$ cat src/rtl/mul_pkg.sv
// Shared mul-port codes (register file, decoder, multiplier) and the
// multiplier sequencer state encoding.
package mul_pkg;

    localparam logic [1:0] MUL_NONE = 2'd0;
    localparam logic [1:0] MUL_SET  = 2'd1;
    localparam logic [1:0] MUL_ACC  = 2'd2;

    typedef enum logic [1:0] {
        S_IDLE  = 2'd0,
        S_RUN   = 2'd1,
        S_FIX   = 2'd2,
        S_WRITE = 2'd3
    } state_t;

endpackage

$ cat src/rtl/mul_shift_add_core.sv
// Unsigned shift-add datapath: one multiplier bit per step, with an optional
// two's-complement negate of the 2*WIDTH accumulator.
module mul_shift_add_core #(
    parameter int WIDTH = 32,
    parameter int ITER  = WIDTH
) (
    input  logic                 clk,
    input  logic                 load,
    input  logic                 step,
    input  logic                 negate,
    input  logic [WIDTH-1:0]     a_mag,
    input  logic [WIDTH-1:0]     b_mag,
    output logic                 count_done,
    output logic [2*WIDTH-1:0]   product_next
);

    localparam int CW = $clog2(ITER) + 1;
    localparam logic [2*WIDTH-1:0] ONE = {{(2*WIDTH-1){1'b0}}, 1'b1};

    logic [2*WIDTH-1:0] mcand;
    logic [2*WIDTH-1:0] acc;
    logic [2*WIDTH-1:0] acc_d;
    logic [WIDTH-1:0]   mplier;
    logic [CW-1:0]      cnt;

    always_comb begin
        acc_d = acc;
        if (load)
            acc_d = '0;
        else if (step && mplier[0])
            acc_d = acc + mcand;
        else if (negate)
            acc_d = ~acc + ONE;
    end

    // Datapath registers carry no reset; load initialises them.
    always_ff @(posedge clk) begin
        acc <= acc_d;
        if (load) begin
            mcand  <= {{WIDTH{1'b0}}, a_mag};
            mplier <= b_mag;
            cnt    <= '0;
        end else if (step) begin
            mcand  <= mcand << 1;
            mplier <= mplier >> 1;
            cnt    <= cnt + CW'(1);
        end
    end

    assign count_done   = (cnt == CW'(ITER - 1));
    assign product_next = acc_d;

endmodule

$ cat src/rtl/hilo_mul_sequencer.sv
// Iterative hi/lo multiplier: sign-magnitude around an unsigned shift-add core,
// then a single registered write to the register file's hi/lo port.
module hilo_mul_sequencer
    import mul_pkg::*;
#(
    parameter int WIDTH = 32,
    parameter int ITER  = WIDTH
) (
    input  logic             clk,
    input  logic             rst,
    input  logic             start,
    input  logic [1:0]       op,
    input  logic             signed_op,
    input  logic [WIDTH-1:0] operand_a,
    input  logic [WIDTH-1:0] operand_b,
    input  logic             kill,
    output logic             busy,
    output logic             done,
    output logic             rf_write_enable,
    output logic [1:0]       rf_mul,
    output logic [WIDTH-1:0] rf_write_data_1,
    output logic [WIDTH-1:0] rf_write_data_2
);

    function automatic logic [WIDTH-1:0] magnitude(input logic [WIDTH-1:0] v, input logic sgn);
        // -2^(WIDTH-1) wraps to itself, which is the correct unsigned magnitude.
        return (sgn && v[WIDTH-1]) ? (~v + WIDTH'(1)) : v;
    endfunction

    state_t             state, next_state;
    logic [1:0]         op_q;
    logic               neg_q;
    logic               accept;
    logic               count_done;
    logic [2*WIDTH-1:0] product_next;

    logic               busy_d, done_d, we_d;
    logic [1:0]         mul_d;
    logic [WIDTH-1:0]   data1_d, data2_d;

    assign accept = (state == S_IDLE) && start && !kill && (op == MUL_SET || op == MUL_ACC);

    mul_shift_add_core #(.WIDTH(WIDTH), .ITER(ITER)) u_core (
        .clk          (clk),
        .load         (accept),
        .step         (state == S_RUN),
        .negate       (state == S_FIX && neg_q && !kill),
        .a_mag        (magnitude(operand_a, signed_op)),
        .b_mag        (magnitude(operand_b, signed_op)),
        .count_done   (count_done),
        .product_next (product_next)
    );

    always_ff @(posedge clk) begin
        if (rst) state <= S_IDLE;
        else     state <= next_state;
    end

    always_comb begin
        next_state = state;
        case (state)
            S_IDLE:  if (accept) next_state = S_RUN;
            S_RUN:   if (kill) next_state = S_IDLE;
                     else if (count_done) next_state = S_FIX;
            S_FIX:   next_state = kill ? S_IDLE : S_WRITE;
            S_WRITE: next_state = S_IDLE;
            default: next_state = S_IDLE;
        endcase
    end

    // Outputs are decoded from next_state so the registered copies line up with the state.
    always_comb begin
        busy_d  = (next_state != S_IDLE);
        we_d    = (next_state == S_WRITE);
        done_d  = we_d;
        mul_d   = we_d ? op_q : MUL_NONE;
        data1_d = we_d ? product_next[WIDTH-1:0] : '0;
        data2_d = we_d ? product_next[2*WIDTH-1:WIDTH] : '0;
    end

    always_ff @(posedge clk) begin
        if (accept) begin
            op_q  <= op;
            neg_q <= signed_op & (operand_a[WIDTH-1] ^ operand_b[WIDTH-1]);
        end
    end

    always_ff @(posedge clk) begin
        if (rst) begin
            busy            <= 1'b0;
            done            <= 1'b0;
            rf_write_enable <= 1'b0;
            rf_mul          <= MUL_NONE;
            rf_write_data_1 <= '0;
            rf_write_data_2 <= '0;
        end else begin
            busy            <= busy_d;
            done            <= done_d;
            rf_write_enable <= we_d;
            rf_mul          <= mul_d;
            rf_write_data_1 <= data1_d;
            rf_write_data_2 <= data2_d;
        end
    end

endmodule
$ cat config.mk
export PLATFORM = sky130hd
export DESIGN_NAME = hilo_mul_sequencer
export DESIGN_NICKNAME = d
export VERILOG_FILES = /design/src/rtl/mul_pkg.sv /design/src/rtl/mul_shift_add_core.sv /design/src/rtl/hilo_mul_sequencer.sv
export SDC_FILE = /design/constraint.sdc
export NUM_CORES = 1
export LEC_CHECK = 0
export CAP_MARGIN = 20
export CORE_ASPECT_RATIO = 1.5
export CORE_MARGIN = 4
export CORE_UTILIZATION = 48
export CTS_BUF_LIST = sky130_fd_sc_hd__clkbuf_2
export DETAILED_ROUTE_END_ITERATION = 10
export GPL_TIMING_DRIVEN = 0
export PLACE_DENSITY_LB_ADDON = 0.12
export SETUP_SLACK_MARGIN = 0.4
export SLEW_MARGIN = 15
export SYNTH_ARGS = -nofsm -noshare
export SYNTH_HDL_FRONTEND = slang
export SYNTH_HIERARCHICAL = 1
export SYNTH_SLANG_ARGS = --single-unit
$ cat constraint.sdc
create_clock -name clk -period 4.05 [get_ports clk]
set_input_delay 0.81 -clock clk [delete_from_list [all_inputs] [get_ports clk]]
set_output_delay 0.81 -clock clk [all_outputs]
set_load 0.05 [all_outputs]
==> run metrics <==
number of I/O port buffers=139; RSZ-0062 raised after global routing=yes; worst r2r path cells=10; TNS Setup=0 ns; Net Switching=2.72 mW; Tcrit/Tclk final=0.921; Vias=13400; critical path launch point type=register; CTS sink cnt=239; initial core utilization=0.486; top cells by count, synth=nor2_1, dfxtp_1, nand2_1; HP Class=reg -> reg; CTS tree=done; Final Max Slew Viols=0; global-route met1 utilization=0.298; Die Ht=222 µm; CTS Buf Count=59; Synth top area share=0.234; worst path required time=4.89 ns; P_int=4.43 mW; crit path time final=3.73 ns; dpl hpwl=34.7 mm; Worst Hold Depth=1; DRC viols=0; insertion delay to the later sink of the worst-skew pair=0.94 ns; Highest Clock Rate=268 MHz; hold_buf cts=0; H-tree levels=2; cell taking the most area after synthesis=dfxtp_1; top_reg_cell synth=dfxtp_1; Tot Pwr=7.15 mW; CP Class=reg -> reg; Yosys Warn Count=6; Slew headroom=0.347; Core ar.=30300 µm²; Max Buffers Root-to-Sink=3; Synth area leaders=dfxtp_1, edfxtp_1, xnor2_1; fin util=0.588; first-pass GRT wire length=70.5 mm; worst min-delay path endpoint=rf_mul[1]; share of cells above drive strength 1=0.146; reg2reg end=rf_write_data_2[27]; Avg Inst Size Synth=8.96 µm²; Placer Congestion=0.975; Synth Area in Compound Gates=0.165; Mapped Area=14700 µm²; DIE AREA=33500 µm²; Simple-Gate Fraction of Synth Area=0.201; met3 Use GR=0.0400; maximum fanout along the worst path=5; endpoints failing hold=0; Pleak=6.65 nW; max_cap viols=0; R2R setup slack=0.32 ns; Std-Cell Rows=78; Avg WL per Cell=19.7 µm; area grow syn2layout=21.1%; clock power share=0.247; multiplexer share of the synthesized area=0.0706; setup violators final=0; EDFF count, synth=67; worst reg2reg startpoint=u_core/acc[23]; Logic pwr share=0.332; Mapped Nets=1778; io pins=140; antenna viol nets, final=0; clk slew on worst S/H paths=0.11 ns; Synth Area in Adders=0.0584; min-delay src=op_q[1]; Top Usage Layer GRT=met2; switching share of power=0.381; Power Density=402 nW/µm²; peak supply drop=0.255 mV; critical path arrival=4.57 ns; total gr overflow=0; vias in the first global route=13300; post-synthesis xor/xnor area fraction=0.105; largest family of logic cells by synthesized area=simple AND/OR/NAND/NOR gates; antenna violations before repair=1; met2 Track Usage GR=0.473; largest net degree at the start of global routing=33; total routed wirelength=45.4 mm; sequential fraction of the synthesis area=0.371; CTS Root Cell=clkbuf_2; DRT Pass-1 Iters=7; initial drt markers=772; Synth Register Bits=239; Post-synth ARST share=0; status=complete, no violations; sequential share of power=0.421; worst-margin pin slew=0.979 ns; GRT Total Usage=0.266; CP endpoint kind=register; Vias per Instance=5.81; clk_skew=0.0524 ns; Chip Width=151 µm; Yosys cell types=74; Final nets=1995; design area=17800 µm²; top-count cell post-synth=nor2_1; placed instance area=16600 µm²; Post-Synthesis Cells=1639
-- worst max path at each step --
stage / slack, ns / endpoint / start / cells after the start
final: 0.32 / rf_write_data_2[27] / u_core/acc[23] / 10
after global routing: 0.27 / rf_write_data_2[31] / u_core/acc[24] / 11
after CTS: 0.32 / rf_write_data_2[25] / u_core/acc[2] / 13
after detailed placement: -0.81 / u_core/mcand[31] / op[0] / 7
after global placement: -1.17 / u_core/mcand[31] / kill / 6
after floorplan: 0.49 / rf_write_data_2[20] / u_core/mcand[15] / 13
-- cell usage in the layout, fill, tap and decap left out, drive strengths merged, types with 13 or more instances in the layout --
cell type	instances
a211oi	48
a21o	23
a21oi	103
a31oi	14
and2	79
buf	32
clkbuf	151
clkdlybuf4s50	139
clkinv	23
dfxtp	172
edfxtp	67
ha	67
inv	24
mux2	61
mux2i	35
nand2	116
nand2b	19
nand4	30
nor2	181
nor3	33
nor4	16
o21ai	79
o31ai	29
o41ai	13
or2	14
or3	25
or4	16
xnor2	97
xor2	79
-- sequential cells by signal, indices dropped and copies added, names as in the netlist, 2 cells and up --
register,count
u_core/acc,64
u_core/mcand,64
rf_write_data_1,32
rf_write_data_2,32
u_core/mplier,32
u_core/cnt,6
op_q,2
rf_mul,2
state,2
-- routing by layer --
| metal | share of wire | up-vias |
|---|---|---|
| met2 | 0.51 | 465 |
| met3 | 0.049 | 153 |
| met1 | 0.38 | 6360 |
| li1 | - | 6412 |
| met5 | 0 | - |
| met4 | 0.060 | 0 |
-- metrics by stage --
step | hold WS [ns] | setup slack [ns] | std cells
after CTS | 0.414 | 0.322 | 2296
final | 0.430 | 0.319 | 2306
after detailed placement | 0.433 | -0.811 | 2178
after global placement | 0.428 | -1.17 | 2178
after global routing | 0.422 | 0.269 | 2306
after floorplan | 0.420 | 0.492 | 1639
-- power groups by stage --
stage                     combinational [mW]  clock (mW)  sequential (mW)
after floorplan                         1.59           0             2.92
after global placement                  2.12           0             3.03
after detailed placement                2.13           0             3.03
after CTS                               2.25        1.85             2.99
after global routing                    2.61        1.96             3.03
final                                   2.37        1.77             3.01
-- repair_timing --
| action | CTS | global route |
|---|---|---|
| endpoints found under the setup margin | 169 | 96 |
| buffers inserted | 7 | 9 |
| resized for setup | 51 | 56 |
| gates cloned | 1 | 0 |
| pin swaps | 10 | 17 |
-- critical path, stage by stage (launching register included) --
cell and delay, ns:
dfxtp_1 0.42, or4_4 0.48, or4b_4 0.50, or4_4 0.46, or2_4 0.26, or3_4 0.36
buf_4 0.15, o41ai_2 0.52, or4_1 0.20, nand4_1 0.13, and2_1 0.16
-- kinds of logic after synthesis --
group           after synthesis
fa+ha+maj                    68
simple gates                574
buf+inv                     108
flops                       239
compound gates              378
xor+xnor                    176
mux                          96
-- layout make-up --
type / count / area [µm²]
clock buffers: 83 / 415
diodes: 1 / 2.50
well taps: 400 / 500
repair buffers: 155 / 1510
inverters: 24 / 90.1
flip-flops and latches: 239 / 5470
fillers: 2885 / 12500
multi-input cells: 1293 / 9270
plain buffers: 84 / 338
clock inverters: 27 / 191
Note: power is estimated with default switching activity, not from simulation.
